`config.mk`:
```
export PLATFORM = sky130hd
export DESIGN_NAME = frame_tx_seq
export DESIGN_NICKNAME = d
export VERILOG_FILES = /design/src/rtl/frame_tx_seq.sv
export SDC_FILE = /design/constraint.sdc
export NUM_CORES = 1
export LEC_CHECK = 0
export ABC_AREA = 1
export CAP_MARGIN = 0
export CORE_ASPECT_RATIO = 0.6
export CORE_MARGIN = 2
export CORE_UTILIZATION = 56
export CTS_CLUSTER_DIAMETER = 30
export DETAILED_ROUTE_END_ITERATION = 8
export MAX_ROUTING_LAYER = met4
export PLACE_DENSITY = 0.9
export SLEW_MARGIN = 5
export SYNTH_ARGS = -nofsm -noshare
export SYNTH_HDL_FRONTEND = slang
export SYNTH_SLANG_ARGS = --single-unit
```
`constraint.sdc`:
```
create_clock -name clk -period 4.5 [get_ports clk]
set_clock_uncertainty 0.1 [all_clocks]
set_input_delay 0.45 -clock clk [delete_from_list [all_inputs] [get_ports clk]]
set_output_delay 0.45 -clock clk [all_outputs]
set_load 0.03 [all_outputs]
```
`src/rtl/frame_tx_seq.sv`:
```
// frame_tx_seq: feeds a latched multi-byte frame, MSB byte first, plus an optional checksum byte, to a UART TX core
module frame_tx_seq #(
    parameter int NUM_BYTES  = 3,
    parameter int CHKSUM_EN  = 0,
    parameter int GAP_CYCLES = 0,
    localparam int TOTAL     = NUM_BYTES + CHKSUM_EN,
    localparam int IW        = (TOTAL > 1) ? $clog2(TOTAL) : 1
) (
    input  logic                   clk,
    input  logic                   rst_n,
    input  logic                   snd_frm,
    input  logic [8*NUM_BYTES-1:0] frm_data,
    input  logic                   tx_done,
    output logic                   trmt,
    output logic [7:0]             tx_data,
    output logic [IW-1:0]          byte_idx,
    output logic                   busy,
    output logic                   frm_cmplt
);
    localparam int CW = $clog2(TOTAL + 1);
    typedef enum logic [1:0] {IDLE, SEND, WAIT, GAP} state_t;
    state_t                 state;
    logic [8*NUM_BYTES-1:0] sreg;
    logic [CW-1:0]          cnt;
    logic [7:0]             acc, gcnt, top, nxt_byte;
    logic                   last, issue;
    assign top      = sreg[8*NUM_BYTES-1 -: 8];
    assign nxt_byte = (CHKSUM_EN != 0 && cnt == CW'(NUM_BYTES)) ? ~acc : top;
    assign last     = cnt == CW'(TOTAL);
    assign issue    = state == SEND || (state == GAP && gcnt == 8'd0) ||
                      (state == WAIT && tx_done && !last && GAP_CYCLES == 0);
    // checksum accumulates from the shifted-out latched bytes, so live frm_data never matters after acceptance
    always_ff @(posedge clk or negedge rst_n)
        if (!rst_n) begin
            state     <= IDLE;
            sreg      <= '0;
            cnt       <= '0;
            acc       <= '0;
            gcnt      <= '0;
            trmt      <= 1'b0;
            tx_data   <= '0;
            byte_idx  <= '0;
            busy      <= 1'b0;
            frm_cmplt <= 1'b0;
        end else begin
            trmt <= 1'b0;
            if (issue) begin
                trmt      <= 1'b1;
                tx_data   <= nxt_byte;
                byte_idx  <= cnt[IW-1:0];
                cnt       <= cnt + 1'b1;
                acc       <= acc + top;
                sreg      <= sreg << 8;
                busy      <= 1'b1;
                frm_cmplt <= 1'b0;
                state     <= WAIT;
            end else
                case (state)
                    IDLE: if (snd_frm) begin
                        sreg  <= frm_data;
                        cnt   <= '0;
                        acc   <= '0;
                        state <= SEND;
                    end
                    WAIT: if (tx_done) begin
                        if (last) begin
                            frm_cmplt <= 1'b1;
                            busy      <= 1'b0;
                            state     <= IDLE;
                        end else begin
                            gcnt  <= 8'(GAP_CYCLES - 1);
                            state <= GAP;
                        end
                    end
                    GAP: gcnt <= gcnt - 1'b1;
                    default: ;
                endcase
        end
endmodule

```
# After elaboration in Yosys (flattened, before gate mapping)

Index checks and enable logic that the tools add are counted.

Flip-flop bits (word level): 49
Output and inout port bits: 13
Word-level logic and storage cells: 62

Reductions and logical operators: 19
Add/subtract/negate cells: 2
Mux-type cells: 23
Bitwise gates (word level): 1
Equality and inequality tests: 8

Operators by type and width:

| kind                                             | count |
|---|---|
| two-way mux 24 bit                               | 3 |
| two-way mux 8 bit                                | 2 |
| one-hot mux 8 bit (2 select lines)               | 1 |
| two-way mux 2 bit                                | 7 |
| nonzero test 2 bit                               | 6 |
| two-way mux 1 bit                                | 9 |
| zero test 8 bit                                  | 1 |
| subtractor 8 x 1 -> 8 bit, second input constant | 1 |
| == test 2 bit, second input constant             | 3 |
| inequality test 3 bit, second input constant     | 2 |
| AND reduction 3 bit                              | 2 |
| inequality test 2 bit, second input constant     | 2 |
| one-hot mux 2 bit (2 select lines)               | 1 |
| AND reduction 4 bit                              | 1 |
| logical AND 1 bit                                | 3 |
| nonzero test 3 bit                               | 1 |
| adder 2 x 1 -> 2 bit, second input constant      | 1 |
| == test 2 x 1 -> 1 bit, second input constant    | 1 |
| zero test 2 bit                                  | 1 |
| logical OR 1 bit                                 | 2 |
| AND reduction 2 bit                              | 1 |
| zero test 1 bit                                  | 1 |
| NOT 1 bit                                        | 1 |

# Longest topological paths before layout

Word-level depth: 6
Gate-level depth with buffers: 10
Gate-level depth less buffers: 9

# Worst setup path before layout

Ideal clock, no wire load.

Path kind: reg-to-reg
From: register gcnt[0]
To: register sreg[18]
Setup time: 0.123 ns
Setup slack: 2.987 ns
Arrival: 1.290 ns
Required time: 4.277 ns
Cell stages (with the launch flop): 10
Path buffers: 2
Cell sequence: dfrtp_1 -> inv_1 -> ha_1 -> inv_1 -> nor2_1 -> nand3_4 -> nand3_4 -> buf_6 -> buf_12 -> o21ai_2

Cells in the longest elaborated chain, start to end: 6
Elaborated cells on any way between the ends: 8
Classes of those cells: mux: 1; reduce/logical: 7

RTL lines:

| element                              | line | text |
|---|---|---|
| from (decl)                          | 25   | `logic [7:0] acc, gcnt, top, nxt_byte;` |
| from (signal assigned)               | 71   | `gcnt <= 8'(GAP_CYCLES - 1);` |
| from (signal assigned)               | 75   | `GAP: gcnt <= gcnt - 1'b1;` |
| zero test 8 bit (*)                  | 30   | `assign issue = state == SEND \|\| (state == GAP && gcnt == 8'd0) \|\|` |
| logical AND 1 bit (*)                | 30   |  |
| logical OR 1 bit (*) (2 in a row)    | 30   |  |
| net issue                            | 26   | `logic last, issue;` |
| nonzero test 2 bit (no source line)  | n/a  |  |
| AND reduction 2 bit (no source line) | n/a  |  |
| to (signal assigned)                 | 53   | `sreg <= sreg << 8;` |
| to (signal assigned)                 | 60   | `sreg <= frm_data;` |
| to (decl)                            | 23   | `logic [8*NUM_BYTES-1:0] sreg;` |

The timed path passes the listed nets; every way through them passes the cells marked *.
A chain may end at the register's enable or synchronous reset.

# Final worst setup path

From: input snd_frm
To: register sreg[12]

Cells in the longest elaborated chain, start to end: 2

RTL lines:

| element                              | line | text |
|---|---|---|
| from (decl)                          | 11   | `input logic snd_frm,` |
| nonzero test 2 bit (no source line)  | n/a  |  |
| AND reduction 2 bit (no source line) | n/a  |  |

Every way passes these cells.

==> flow_summary.toml <==
[outcome]
status = "complete, no violations"

[worst_setup_path]
cp_top_family = "simple AND/OR/NAND/NOR gates"
crit_cells = 5
end_kind = "register"
endpoint = "sreg[12]$_DFFE_PN0P_"
start_kind = "primary input"
cp_max_fo = 25
critPathMaxStageDelay_ns = 0.77
rr_worst_depth = 5
worstSetupPathType = "in2reg"
path_cells = "clkdlybuf4s50_1 > nand2_1 > nand4_1 > nor2_1 > nor2_1"
arrival_ns = 2.55
reg2reg_slack_ns = 2.10
critPathSlowestCell = "nand4_1"
cpMostUsedCell = "nor2_1"
worstPathBufferInverterCount = 1
cp_data_required_time_ns = 4.58
reg2reg_from = "state[1]$_DFFE_PN0P_"
timing.rr.end = "sreg[12]$_DFFE_PN0P_"
cp-startpoint = "snd_frm"

[placed_design]
dp_slack_ns = 1.73
gp_congestion = 0.880
dp.final_hpwl_um = 3360
port-buffer-count = 40

[finish]
fin_util_pct = 69.4
drive_gt1_share_pct = 12.0
diodes = 0
area_delta_synth_final_pct = 19.6
nNetsFinal = 348

[timing]
max_clock_freq_mhz = 405
timing.setup.tns_ns = 0
rsz0062_at_grt = "no"
final-hold-violation-count = 0
min_period_ns = 2.47
maxSlewViolCount = 0
relSlewSlack_pct = 31.4
finalWorstSetupSlack_ns = 2.03
setup-violations-final = 0
fin_crit_sh_pct = 54.8
tightest_slew_ns = 1.03

[pwr]
p_int_mw = 1.15
switchingPower_mw = 0.905
comb_power_share_pct = 49.9
power.leakage_nw = 1.39
p_seq_share_pct = 38.5
netSwitchingFraction_pct = 44.1
pwr_density_cell_nw_per_um2 = 725
clkPwrFrac_pct = 11.6
ir_drop_v = 0.000372
power_mw = 2.05

[cts]
cts_hold_buf = 0
htreeDepth = 2
numCtsBuffers = 5
clockRootBuffer = "clkbuf_8"
clk_path_buf_depth = 2
cts_num_sinks = 49
cts.reportedPaths.clkPinSlew_ns = 0.08
cts-resized-gates = 0
cts_tree = "built"
clk_latency_ns = 0.30
post-cts-setup-buffers = 0

[floorplan]
start_util_pct = 58.0
core_area_um2 = 4080
rows = 18
die-width_um = 87.9
dieArea_um2 = 4780
ios = 41
die_y_um = 54.3

[yosys]
synthTopCellsByArea = "dfrtp_1 (52%), nand2_1 (13%), inv_1 (5.6%)"
netlist_instances = 279
synth_seq_cells = 49
synth_cell_type_count = 26
syn_area_um2 = 2360
seq_area_frac_synth_pct = 51.9
synth.top_cell.area_share_pct = 51.9
synth_warnings = 0
synth_nets = 310
synth_area_leader_cell = "dfrtp_1"
avgSynthCellArea_um2 = 8.48

[route]
vias = 1821
firstDrtPassIters = 4
drt_wl_total_um = 4630
drtIter0Drc = 91
antenna_left = 0
viasPerCell = 4.84
wire_per_inst_um = 12.3
drcViolationCount = 0

[global_routing]
grt_pass1_vias = 1779
grt_max_degree = 50
grt_pass1_wl_um = 7800
grt_use_total_pct = 22.8
overflow = 0
antenna_found_initial = 0

[worst_hold_path]
hold_class = "in2async"

[flow_run]
drv_cap = 0
==> worst register-to-register path, delay by kind of cell, from the launching register on <==
family           cells  cell delay [ns]
flip-flops           1             0.45
AND/OR/NAND/NOR      5             1.73
==> Yosys cell counts, drive strengths merged <==
cell type / n
clkinv: 1
buf: 8
ha: 3
o21ai: 37
clkbuf: 1
nand2: 85
o211ai: 1
dfrtp: 49
nand3: 8
nor2: 32
or2: 10
o21a: 1
xor2: 3
inv: 37
nand4: 3
==> layer usage <==
metal	vias up	share of wire, %	GRT usage (%)
met3	2	4.6	5.43
met4	0	0.63	6.15
li1	926	-	-
met2	49	48	39.0
met1	844	46	27.7
met5	-	0	-
==> power by group through the flow <==
stage               sequential, mW  clock [mW]  combinational, mW
finish                       0.790       0.238               1.02
global route                 0.815       0.264               1.16
CTS                          0.789       0.244               1.03
detailed placement           0.795           0               1.03
global placement             0.786           0              0.988
floorplan                    0.874           0              0.709
==> flip-flops by register name, indices dropped and copies added, names as in the netlist <==
name / cells
busy: 1
cnt: 2
trmt: 1
sreg: 24
byte_idx: 2
gcnt: 8
frm_cmplt: 1
tx_data: 8
state: 2
==> cell type report <==
| type | instances | area, um2 |
|---|---|---|
| Timing Repair Buffer | 40 | 395 |
| Fill cell | 338 | 1250 |
| Clock inverter | 1 | 5.00 |
| Tap cell | 60 | 75.1 |
| Multi-Input combinational cell | 183 | 916 |
| Inverter | 38 | 143 |
| Sequential cell | 49 | 1230 |
| Clock buffer | 5 | 68.8 |
==> kinds of logic after synthesis <==
| kind of cell | synth area share [%] |
|---|---|
| and+or+nand+nor | 25.7 |
| DFF | 51.9 |
| buffers and inverters | 9.42 |
| AOI/OAI and AO/OA | 10.4 |
| xor gates and xnor gates | 1.11 |
| adders and majority gates | 1.59 |
==> how the worst min path moves through the flow <==
stage / slack, ns / cells after the start / to / startpoint
2_1_floorplan: 0.05 / 0 / busy$_DFFE_PN0P_ / rst_n
3_3_place_gp: 0.36 / 2 / gcnt[0]$_DFFE_PN0P_ / gcnt[0]$_DFFE_PN0P_
3_5_place_dp: 0.36 / 2 / tx_data[0]$_DFFE_PN0P_ / tx_data[0]$_DFFE_PN0P_
4_1_cts: 0.27 / 1 / busy$_DFFE_PN0P_ / rst_n
5_1_grt: 0.32 / 1 / busy$_DFFE_PN0P_ / rst_n
6_report: 0.22 / 1 / frm_cmplt$_DFFE_PN0P_ / rst_n
==> cell usage in the layout (no fill, tap or decap), drive strengths merged <==
| master | synthesis | routed |
|---|---|---|
| buf | 8 | 1 |
| clkbuf | 1 | 5 |
| clkdlybuf4s50 | 0 | 39 |
| clkinv | 1 | 2 |
| dfrtp | 49 | 49 |
| ha | 3 | 3 |
| inv | 37 | 37 |
| nand2 | 85 | 85 |
| nand3 | 8 | 8 |
| nand4 | 3 | 3 |
| nor2 | 32 | 32 |
| o211ai | 1 | 1 |
| o21a | 1 | 1 |
| o21ai | 37 | 37 |
| or2 | 10 | 10 |
| xor2 | 3 | 3 |
==> per-stage QoR <==
step	hold WS (ns)	cells	cell area (um2)
after global routing	0.316	376	2830
after floorplan	0.0544	279	2360
after detailed placement	0.362	370	2760
after CTS	0.269	376	2830
after global placement	0.363	370	2760
final	0.225	376	2830
Note: power is estimated with default switching activity, not from simulation.
